==> src/rtl/fir_tap_loader_pkg.sv <==
// fir_tap_loader_pkg: shared state encoding and sizing helper for the FIR tap loader.
// Revision: 1.0
`default_nettype none

package fir_tap_loader_pkg;

    typedef enum logic [1:0] {
        ST_IDLE   = 2'd0,
        ST_FLUSH  = 2'd1,
        ST_STREAM = 2'd2,
        ST_DONE   = 2'd3
    } state_e;

    function automatic int tap_count(input int log2);
        return 1 << log2;
    endfunction

endpackage

`default_nettype wire

==> src/rtl/fir_tap_shadow_ram.sv <==
// fir_tap_shadow_ram: simple dual-port coefficient store, one write port, one registered read port.
// Revision: 1.0
`default_nettype none

module fir_tap_shadow_ram #(
    parameter int ADDR_W = 4,
    parameter int DATA_W = 16
) (
    input  logic              clk,
    input  logic              wr_en_i,
    input  logic [ADDR_W-1:0] wr_addr_i,
    input  logic [DATA_W-1:0] wr_data_i,
    input  logic [ADDR_W-1:0] rd_addr_i,
    output logic [DATA_W-1:0] rd_data_o
);

    logic [DATA_W-1:0] mem_q [0:(1<<ADDR_W)-1];
    logic [DATA_W-1:0] rd_data_q;

    always_ff @(posedge clk) begin
        if (wr_en_i) begin
            mem_q[wr_addr_i] <= wr_data_i;
        end
        rd_data_q <= mem_q[rd_addr_i];
    end

    assign rd_data_o = rd_data_q;

endmodule

`default_nettype wire

==> src/rtl/fir_tap_loader.sv <==
// fir_tap_loader: shadows all FIR coefficients and streams them to the FIR after a disable/flush.
// Optional macro FIR_TAP_LOADER_REVERSE_EN streams taps from T-1 down to 0.  Revision: 1.0
`default_nettype none

module fir_tap_loader
    import fir_tap_loader_pkg::*;
#(
    parameter int G_NUM_TAPS_LOG2 = 4,
    parameter int G_TAP_WIDTH     = 16,
    parameter int G_FLUSH_CYCLES  = 2
) (
    input  logic                       clk,
    input  logic                       reset,
    input  logic [G_NUM_TAPS_LOG2-1:0] cfg_wr_addr,
    input  logic [G_TAP_WIDTH-1:0]     cfg_wr_data,
    input  logic                       cfg_wr_valid,
    output logic                       cfg_wr_err,
    input  logic                       load_start,
    output logic                       busy,
    output logic                       load_done,
    output logic                       taps_loaded,
    output logic                       fir_enable,
    output logic [G_TAP_WIDTH-1:0]     tap_dout,
    output logic                       tap_dout_valid,
    input  logic                       tap_dout_ready
);

    localparam int C_AW  = G_NUM_TAPS_LOG2;
    localparam int C_T   = tap_count(G_NUM_TAPS_LOG2);
    localparam int C_FCW = (G_FLUSH_CYCLES > 1) ? $clog2(G_FLUSH_CYCLES) : 1;
    localparam logic [C_FCW-1:0] C_FLUSH_LAST = C_FCW'(G_FLUSH_CYCLES - 1);

`ifdef FIR_TAP_LOADER_REVERSE_EN
    localparam logic [C_AW-1:0] C_IDX_FIRST = C_AW'(C_T - 1);
    localparam logic [C_AW-1:0] C_IDX_LAST  = '0;
`else
    localparam logic [C_AW-1:0] C_IDX_FIRST = '0;
    localparam logic [C_AW-1:0] C_IDX_LAST  = C_AW'(C_T - 1);
`endif

    state_e             state_q;
    logic [C_FCW-1:0]   flush_cnt_q;
    logic [C_AW-1:0]    idx_q;
    logic               busy_q;
    logic               load_done_q;
    logic               wr_err_q;
    logic               taps_loaded_q;
    logic               fir_enable_q;
    logic               valid_q;

    logic               hs_d;
    logic               wr_ok_d;
    logic [C_AW-1:0]    idx_step_d;
    logic [C_AW-1:0]    rd_addr_d;

    assign hs_d    = valid_q & tap_dout_ready;
    assign wr_ok_d = cfg_wr_valid & ((state_q == ST_IDLE) | (state_q == ST_DONE));

`ifdef FIR_TAP_LOADER_REVERSE_EN
    assign idx_step_d = idx_q - C_AW'(1);
`else
    assign idx_step_d = idx_q + C_AW'(1);
`endif

    // Look one tap ahead on a handshake so the registered read keeps up at one tap per cycle;
    // outside STREAM the first tap is pre-read so it is ready on the first STREAM cycle.
    assign rd_addr_d = (state_q == ST_STREAM) ? (hs_d ? idx_step_d : idx_q) : C_IDX_FIRST;

    fir_tap_shadow_ram #(
        .ADDR_W (C_AW),
        .DATA_W (G_TAP_WIDTH)
    ) u_shadow_ram (
        .clk       (clk),
        .wr_en_i   (wr_ok_d),
        .wr_addr_i (cfg_wr_addr),
        .wr_data_i (cfg_wr_data),
        .rd_addr_i (rd_addr_d),
        .rd_data_o (tap_dout)
    );

    always_ff @(posedge clk) begin
        if (reset) begin
            state_q       <= ST_IDLE;
            flush_cnt_q   <= '0;
            idx_q         <= '0;
            busy_q        <= 1'b0;
            load_done_q   <= 1'b0;
            wr_err_q      <= 1'b0;
            taps_loaded_q <= 1'b0;
            fir_enable_q  <= 1'b0;
            valid_q       <= 1'b0;
        end else begin
            load_done_q <= 1'b0;
            wr_err_q    <= cfg_wr_valid & ~wr_ok_d;
            case (state_q)
                ST_IDLE: begin
                    fir_enable_q <= 1'b0;
                    flush_cnt_q  <= '0;
                    if (load_start) begin
                        state_q       <= ST_FLUSH;
                        busy_q        <= 1'b1;
                        taps_loaded_q <= 1'b0;
                    end
                end
                ST_FLUSH: begin
                    fir_enable_q <= 1'b0;
                    flush_cnt_q  <= flush_cnt_q + C_FCW'(1);
                    if (flush_cnt_q == C_FLUSH_LAST) begin
                        state_q      <= ST_STREAM;
                        fir_enable_q <= 1'b1;
                        idx_q        <= C_IDX_FIRST;
                        valid_q      <= 1'b1;
                    end
                end
                ST_STREAM: begin
                    if (hs_d) begin
                        idx_q <= idx_step_d;
                        if (idx_q == C_IDX_LAST) begin
                            state_q       <= ST_DONE;
                            valid_q       <= 1'b0;
                            busy_q        <= 1'b0;
                            load_done_q   <= 1'b1;
                            taps_loaded_q <= 1'b1;
                        end
                    end
                end
                ST_DONE: begin
                    // A new write makes the FIR's copy stale.
                    if (cfg_wr_valid) begin
                        taps_loaded_q <= 1'b0;
                    end
                    if (load_start) begin
                        state_q       <= ST_FLUSH;
                        busy_q        <= 1'b1;
                        taps_loaded_q <= 1'b0;
                        fir_enable_q  <= 1'b0;
                        flush_cnt_q   <= '0;
                    end
                end
                default: begin
                    state_q <= ST_IDLE;
                end
            endcase
        end
    end

    assign cfg_wr_err     = wr_err_q;
    assign busy           = busy_q;
    assign load_done      = load_done_q;
    assign taps_loaded    = taps_loaded_q;
    assign fir_enable     = fir_enable_q;
    assign tap_dout_valid = valid_q;

endmodule

`default_nettype wire

==> config.mk <==
export PLATFORM = sky130hd
export DESIGN_NAME = fir_tap_loader
export DESIGN_NICKNAME = d
export VERILOG_FILES = /design/src/rtl/fir_tap_loader_pkg.sv /design/src/rtl/fir_tap_shadow_ram.sv /design/src/rtl/fir_tap_loader.sv
export SDC_FILE = /design/constraint.sdc
export NUM_CORES = 1
export LEC_CHECK = 0
export ABC_AREA = 1
export CELL_PAD_IN_SITES_DETAIL_PLACEMENT = 1
export CELL_PAD_IN_SITES_GLOBAL_PLACEMENT = 1
export CORE_ASPECT_RATIO = 1.2
export CORE_UTILIZATION = 44
export CTS_CLUSTER_SIZE = 24
export DETAILED_ROUTE_END_ITERATION = 7
export PLACE_DENSITY_LB_ADDON = 0.1
export SYNTH_ARGS = -nofsm -noshare
export SYNTH_HDL_FRONTEND = slang
export SYNTH_SLANG_ARGS = --single-unit
==> constraint.sdc <==
create_clock -name clk -period 2.39 [get_ports clk]
set_clock_uncertainty 0.15 [all_clocks]
set_input_delay 0.239 -clock clk [delete_from_list [all_inputs] [get_ports clk]]
set_output_delay 0.239 -clock clk [all_outputs]
set_load 0.03 [all_outputs]
==> results of run 1 <==
## layout by cell type (no fill, tap or decap), drive strengths merged
cell type | Yosys | final
nor3b | 1 | 1
nand2 | 216 | 216
nor3 | 4 | 4
clkinvlp | 0 | 1
o21ai | 7 | 7
nand3 | 314 | 314
clkinv | 0 | 15
clkbuf | 12 | 37
nor2 | 25 | 25
a211oi | 1 | 1
nand4 | 2 | 2
edfxtp | 256 | 256
buf | 46 | 54
or2 | 1 | 1
a21oi | 13 | 13
ha | 5 | 5
clkdlybuf4s50 | 0 | 46
dfxtp | 29 | 29
bufinv | 0 | 4
inv | 278 | 279
## worst paths after layout
check                                    to  slack (ps)  depth (start not counted)
hold reg to reg                        busy         290                          2
setup / recovery  u_shadow_ram.rd_data_o[4]         230                         10
setup reg to reg  u_shadow_ram.rd_data_o[4]         230                         10
hold / removal                   cfg_wr_err         130                          3
## state kept, by name, summed over array words and instances (netlist names)
| signal | flops |
|---|---|
| u_shadow_ram.mem_q | 256 |
| u_shadow_ram.rd_data_o | 16 |
| idx_q | 4 |
| state_q | 2 |
| busy | 1 |
| cfg_wr_err | 1 |
| fir_enable | 1 |
| flush_cnt_q | 1 |
| load_done | 1 |
| tap_dout_valid | 1 |
| taps_loaded | 1 |
## final cells by class
| type | count | share of cell area, % |
|---|---|---|
| Sequential cell | 285 | 55.4 |
| Multi-Input combinational cell | 589 | 18.9 |
| Timing Repair Buffer | 100 | 8.40 |
| Inverter | 278 | 7.01 |
| Clock buffer | 37 | 5.68 |
| Tap cell | 374 | 3.14 |
| Clock inverter | 21 | 1.43 |
## worst max-delay path, stage by stage (launching register included)
cell	delay [ps]
dfxtp_1	380
inv_1	90
ha_2	250
nand4_1	180
buf_4	160
buf_12	240
nand3_1	120
nand3_1	110
nand3_1	110
nand3_1	170
nand2_1	80
## kinds of logic (layout without fill, tap and decap cells)
| logic type | Yosys count | after routing |
|---|---|---|
| buf+inv | 336 | 436 |
| simple gates | 563 | 563 |
| fa+ha+maj | 5 | 5 |
| compound gates | 21 | 21 |
| flops | 285 | 285 |
## metrics by stage
step           worst slack [ps]  area [µm²]  cells  util, %  total power, W
2_1_floorplan              79.7       12400   1210        -         0.00774
6_report                    231       14900   1684     54.4          0.0138
5_1_grt                    54.0       14900   1684     54.4          0.0144
3_5_place_dp               26.4       13800   1624     50.5         0.00901
3_3_place_gp               47.1       13800   1624     50.5         0.00896
4_1_cts                    20.1       14900   1682     54.4          0.0139
## timing repair
| item | in CTS | in global routing |
|---|---|---|
| hold endpoints to repair | 0 | 0 |
| buffers inserted | 0 | 2 |
| gates resized for setup | 0 | 1 |
| hold buffers | 0 | 0 |
| setup endpoints to repair | 0 | 16 |
## synth_stat cells (all sizes together)
cell type,instances,area (µm²)
nor3,4,31.3
edfxtp,256,7690
buf,46,280
nor2,25,96.4
nor3b,1,12.5
a211oi,1,7.51
o21ai,7,35.0
nand3,314,1610
nand2,216,821
clkbuf,12,45.0
a21oi,13,68.8
dfxtp,29,581
inv,278,1050
ha,5,62.6
or2,1,6.26
nand4,2,12.5
## routing by layer
metal	share of wire, %	vias to the layer above	global-route usage, %
met1	43	4367	33.1
met4	1.8	0	5.65
met2	51	171	45.3
met3	3.7	39	2.51
met5	0	-	0
li1	-	4086	-
## report_power, final
part	internal [W]	switching (W)	total [W]
Combinational	0.00105	0.00198	0.00303
Clock	0.00295	0.00194	0.00489
Sequential	0.00571	0.000163	0.00587
Total	0.00971	0.00409	0.0138
==> flow_summary.json, run 1 <==
{
  "setup_tns_ps": 0,
  "synth_top_family_by_area": "simple AND/OR/NAND/NOR gates",
  "core_um2": 27400,
  "drv_slew": 0,
  "cts_max_path_buffers": 3,
  "fin_crit_sh_pct": 90.3,
  "syn_to_final_growth_pct": 20.4,
  "io_pins": 47,
  "yosysSeqAreaShare_pct": 66.7,
  "multiInputGateArea_um2": 2830,
  "layout.nets": 1315,
  "port_buffers": 46,
  "tightestPinTransition_ps": 755,
  "synth_fa_ha_area_share_pct": 0.505,
  "cts-buffers-inserted": 31,
  "fmax_mhz": 463,
  "ys_ff_latch": 285,
  "synth_cell_types": 27,
  "yosys_warnings": 0,
  "hold_start": "cfg_wr_valid",
  "min_period_ps": 2160,
  "die_h_um": 186,
  "cp.arrival_ps": 2450,
  "tritoncts": "yes",
  "gr-total-overflow": 0,
  "clock-sinks": 285,
  "end_kind": "flop",
  "start_util_pct": 45.2,
  "power.static_leakage_nw": 6.29,
  "grt_setup_unrepaired": "false",
  "drive_gt1_share_pct": 11.2,
  "criticalPathCategory": "flop to flop",
  "setup-violations-final": 0,
  "dr.first_iter.drc_count": 506,
  "synth-compound-area-share_pct": 0.898,
  "grt_pass1_wl_um": 53900,
  "cap_violations": 0,
  "antenna_found_initial": 0,
  "clock_latency_ps": 550,
  "grt_pass1_vias": 8960,
  "crit_fanout": 46,
  "drc": 0,
  "synthSimpleGateAreaFrac_pct": 20.9,
  "syn_area_per_cell_um2": 10.2,
  "hold_viol": 0,
  "status": "complete, no violations",
  "track_usage_pct": 25.3,
  "num_rows": 66,
  "htreeDepth": 1,
  "wire_per_inst_um": 20.8,
  "cp-start-kind": "flop",
  "required_ps": 2690,
  "viasPerCell": 5.14,
  "grt_max_degree": 51,
  "whs_ps": 133,
  "startpoint": "state_q[0]",
  "cts-root-buf": "clkbuf_16",
  "routed_wl_um": 35000,
  "dp_hpwl_um": 21600,
  "gp_congestion": 0.814,
  "die_w_um": 155,
  "powerDensity_nw_per_um2": 924,
  "vias": 8663,
  "synthMuxAreaShare_pct": 0,
  "ir_drop_uv": 541,
  "r2r-start": "state_q[0]",
  "path_clk_slew_ps": 60,
  "maxSlewHeadroom_pct": 49.5,
  "synth_xor_area_share_pct": 0,
  "netlist_instances": 1210,
  "holdCritPathClass": "input port to flop",
  "synthesis.area_um2": 12400,
  "drt_pre_antenna_iters": 5,
  "syn_nets": 1240,
  "n_antenna_cell": 0,
  "fillers": 2976,
  "design.die.area_um2": 28900,
  "regArea_um2": 8270,
  "antenna_left": 0
}
No activity file was read; power rests on OpenSTA's default activity.
==> run 2, diff against run 1 <==
--- a/config.mk
+++ b/config.mk
@@ -12,6 +12,7 @@
 export CORE_UTILIZATION = 44
 export CTS_CLUSTER_SIZE = 24
 export DETAILED_ROUTE_END_ITERATION = 7
+export HOLD_SLACK_MARGIN = 0.1
 export PLACE_DENSITY_LB_ADDON = 0.1
 export SYNTH_ARGS = -nofsm -noshare
 export SYNTH_HDL_FRONTEND = slang
==> results of run 2 <==
Same layout as run 1: the final DEF is identical, and so are final timing and power.
